### src/rtl/if_id_buf.sv
// IF/ID stage buffer: carries fetch PC/instruction to decode under valid/ready,
// with stall, flush and an optional skid entry that keeps if_ready registered.
module if_id_buf #(
  parameter int ADDR_W = 32,
  parameter int INST_W = 32,
  parameter int SKID   = 1
) (
  input  logic              clk,
  input  logic              rst,
  input  logic              if_valid,
  output logic              if_ready,
  input  logic [ADDR_W-1:0] if_pc,
  input  logic [INST_W-1:0] if_inst,
  input  logic              stall,
  input  logic              flush,
  output logic              id_valid,
  input  logic              id_ready,
  output logic [ADDR_W-1:0] id_pc,
  output logic [INST_W-1:0] id_inst,
  output logic [1:0]        occ
);

  typedef enum logic [1:0] {EMPTY = 2'd0, ONE = 2'd1, TWO = 2'd2} occ_e;

  typedef struct packed {
    logic [ADDR_W-1:0] pc;
    logic [INST_W-1:0] inst;
  } entry_t;

  occ_e   state_q;
  entry_t head_q, skid_q, in_e;
  logic   rdy_en_q;
  logic   accept, pop;

  assign in_e     = '{pc: if_pc, inst: if_inst};
  assign id_valid = (state_q != EMPTY);
  assign pop      = id_valid & id_ready & ~stall;
  assign accept   = if_valid & if_ready;
  assign occ      = state_q;

  // Idle slots present zeros so decode sees a NOP bubble.
  assign id_pc   = id_valid ? head_q.pc   : '0;
  assign id_inst = id_valid ? head_q.inst : '0;

  // rdy_en_q holds if_ready low through reset and releases it one edge later.
  generate
    if (SKID != 0) begin : g_skid
      assign if_ready = rdy_en_q & (state_q != TWO);
    end else begin : g_noskid
      assign if_ready = rdy_en_q & ((state_q == EMPTY) | pop);
    end
  endgenerate

  always_ff @(posedge clk or posedge rst) begin
    if (rst) begin
      state_q  <= EMPTY;
      head_q   <= '0;
      skid_q   <= '0;
      rdy_en_q <= 1'b0;
    end else begin
      rdy_en_q <= 1'b1;
      if (flush) begin
        state_q <= EMPTY;
        head_q  <= '0;
        skid_q  <= '0;
      end else begin
        case (state_q)
          EMPTY: begin
            if (accept) begin
              head_q  <= in_e;
              state_q <= ONE;
            end
          end
          ONE: begin
            if (accept && pop) begin
              head_q <= in_e;
            end else if (pop) begin
              state_q <= EMPTY;
            end else if (accept && (SKID != 0)) begin
              skid_q  <= in_e;
              state_q <= TWO;
            end
          end
          TWO: begin
            if (pop) begin
              head_q  <= skid_q;
              state_q <= ONE;
            end
          end
          default: state_q <= EMPTY;
        endcase
      end
    end
  end

endmodule
### config.mk
export PLATFORM = sky130hd
export DESIGN_NAME = if_id_buf
export DESIGN_NICKNAME = d
export VERILOG_FILES = /design/src/rtl/if_id_buf.sv
export SDC_FILE = /design/constraint.sdc
export NUM_CORES = 1
export LEC_CHECK = 0
export BUFFER_PORTS_ARGS = -buffer_cell sky130_fd_sc_hd__buf_2
export CAP_MARGIN = 0
export CORE_AREA = 2 2 131 133
export DETAILED_ROUTE_END_ITERATION = 6
export DIE_AREA = 0 0 133 135
export PLACE_DENSITY = 0.69
export SETUP_SLACK_MARGIN = 0.3
export SLEW_MARGIN = 15
export SYNTH_ARGS = -nofsm -noshare
export SYNTH_HDL_FRONTEND = slang
export SYNTH_SLANG_ARGS = --single-unit
export TNS_END_PERCENT = 100
### constraint.sdc
create_clock -name clk -period 6.32 [get_ports clk]
set_input_delay 1.264 -clock clk [delete_from_list [all_inputs] [get_ports clk]]
set_output_delay 1.264 -clock clk [all_outputs]
set_load 0.02 [all_outputs]
==> flow_summary.yaml <==
synth:
  synth_nets: 792
  synth_area_leaders: "dfrtp_1 51%, nand2_1 15%, a21oi_1 10%"
  syn_avg_cell_area_um2: 8.97
  synth.largest_area_cell: "dfrtp_1"
  synth_top_area_share_pct: 50.6
  synth_cells: 722
  netlist_area_mm2: 0.00647
  synth_warnings: 0
  yosysUniqueCellTypes: 26
  synth-seq-area-share_pct: 50.6
  synth.ff_latch_count: 131
clock_network:
  numCtsBuffers: 17
  clkSlewWorstSetupHoldPaths_ns: 0.05
  htree_num_levels: 4
  cts_root_buffer: "clkbuf_16"
  insertion_delay_ns: 0.41
  cts_tree: "done"
  clock-sinks: 131
  postCtsHoldBufs: 0
  cts_setup_buffers: 0
  ctsResizeCount: 0
  clockBufferDepth: 2
worst_setup_path:
  critPathRequiredTime_ns: 5.06
  cp_max_fo: 66
  criticalPathCategory: "flip-flop to output pin"
  critPathCaptureType: "output pin"
  worst_setup_path_start_kind: "flip-flop"
  crit_arrival_ns: 2.19
global_routing:
  top_usage_layer: "met2"
  antenna_found_initial: 0
  met2_usage_pct: 28.1
  grtUsageTotal_pct: 17.9
  grt_overflow: 0
  grt_pass1_wl_mm: 25.5
  grt_pass1_vias: 4969
  grtUsageMet3_pct: 3.57
  grt_max_degree: 74
  global_route.usage.met1_pct: 25.0
cells_and_area:
  multiInputGateArea_mm2: 0.00293
  fin_nets: 899
  antenna-diode-count: 0
  layout-drive-gt1-share_pct: 28.0
  layout_commonest_cell: "nand2_1"
  fill_cells: 1586
  syn_to_final_growth_pct: 19.4
  mostFrequentLayoutCells: "258 x nand2_1, 136 x buf_2, 131 x dfrtp_1"
  seq_area_mm2: 0.00328
  instances_no_fill: 1059
sta:
  setup_tns_ns: 0
  fmax_mhz: 289
  report.final.slew_viol_count: 0
  min_period_over_period_pct: 54.7
  worst_pin_slew_ns: 0.999
  finClkSkew_ns: 0.00744
  final_hold_viol_count: 0
  rsz0062_at_grt: "no"
  setup_viol: 0
  slew_headroom_pct: 33.1
  final.min_clock_period_ns: 3.46
placement:
  gp_congestion: 0.751
  dpl.hpwl_mm: 8.99
  io_buffer_count: 137
  dp_cells: 1030
run:
  drv_cap: 0
floorplan:
  core_area_mm2: 0.0164
  die_h_um: 135
  rows: 47
  die_x_um: 133
  ios: 138
  start_util_pct: 39.5
  dieArea_mm2: 0.0180
route:
  vias_per_cell: 4.92
  wl_per_cell_um: 14.5
  num_vias: 5210
  routed_wl_mm: 15.4
  ant_nets: 0
  first_pass_iters: 5
  drc_errors: 0
  first_iter_violations: 363
power_and_ir_drop:
  vdd_drop_max_mv: 0.166
  leakage_nw: 3.77
  p_per_area_mw_per_mm2: 258
hold_path:
  hp-class: "flip-flop to flip-flop"
status:
  outcome: "completed"
## cell families (layout without fill, tap and decap cells)
kind of cell           Yosys count  after routing  synth area share, %
AND/OR/NAND/NOR                334            334                 22.5
other                            1              1               0.0579
multiplexers                    64             64                 11.7
buffers and inverters           58            175                 4.25
AO/OA/AOI/OAI                  134            134                 10.8
flip-flops                     131            131                 50.6
## layout make-up
cell class / instances / share of cell area (%)
clock buffers: 22 / 5.88
flip-flops and latches: 131 / 42.4
repair buffers: 144 / 9.58
well taps: 220 / 3.56
clock inverters: 7 / 0.486
multi-input cells: 533 / 37.9
inverters: 2 / 0.162
## metal layers
layer / wire [µm] / share of wire, %
met5: 0 / 0
met4: 167 / 1.1
met3: 835 / 5.4
met2: 7160 / 47
met1: 7200 / 47
## synthesized netlist by cell type
cell type	n
conb_1	1
dfrtp_1	131
nor2b_1	2
buf_6	6
buf_2	10
o21ai_0	1
buf_1	13
nor2_1	1
mux2_1	7
a21oi_1	130
nand3_1	1
and3b_1	1
o311ai_2	1
o211ai_4	1
o21bai_1	1
clkbuf_1	27
nand2b_4	2
inv_1	2
nand2_1	258
nand2b_1	1
and2_1	65
or2_1	1
and3_1	1
mux2_2	47
nand4_1	1
mux2_4	10
## stage by stage
step | area, µm² | utilization [%] | worst slack (ns) | hold slack, ns | power, W
detailed placement | 7240 | 44.1 | 2.62 | 0.474 | 0.00118
global placement | 7240 | 44.1 | 2.67 | 0.473 | 0.00118
global route | 7730 | 47.1 | 2.64 | 0.494 | 0.00209
CTS | 7730 | 47.1 | 2.78 | 0.485 | 0.00203
finish | 7730 | 47.1 | 2.86 | 0.479 | 0.00200
floorplan | 6470 | - | 1.56 | 0.456 | 0.00110
## critical path, cell delays in order, from the launching register on
cell     delay (ns)
dfrtp_1        0.52
or2_2          0.82
and2_1         0.27
buf_2          0.17
## registers in the layout, indices dropped and copies added (netlist names)
name	flops
rdy_en_q	1
head_q	64
skid_q	64
occ	2
## where the power goes
group | internal (W) | switching [W]
clock | 0.000499 | 0.000335
combinational | 0.000106 | 0.000137
sequential | 0.000893 | 0.0000276
total | 0.00150 | 0.000500
## path summary, 6_finish.rpt
check                      startpoint         end  slack, ns  cells past startpoint
setup / recovery               occ[0]   id_pc[30]       2.86                      3
hold / removal             head_q[22]  head_q[22]       0.48                      1
setup reg to reg               occ[0]   head_q[7]       2.91                      5
hold reg to reg            head_q[22]  head_q[22]       0.48                      1
max in group asynchronous         rst   head_q[9]       4.17                      3
min in group asynchronous         rst   head_q[2]       0.95                      2
Power figures use the tool's default switching activity.
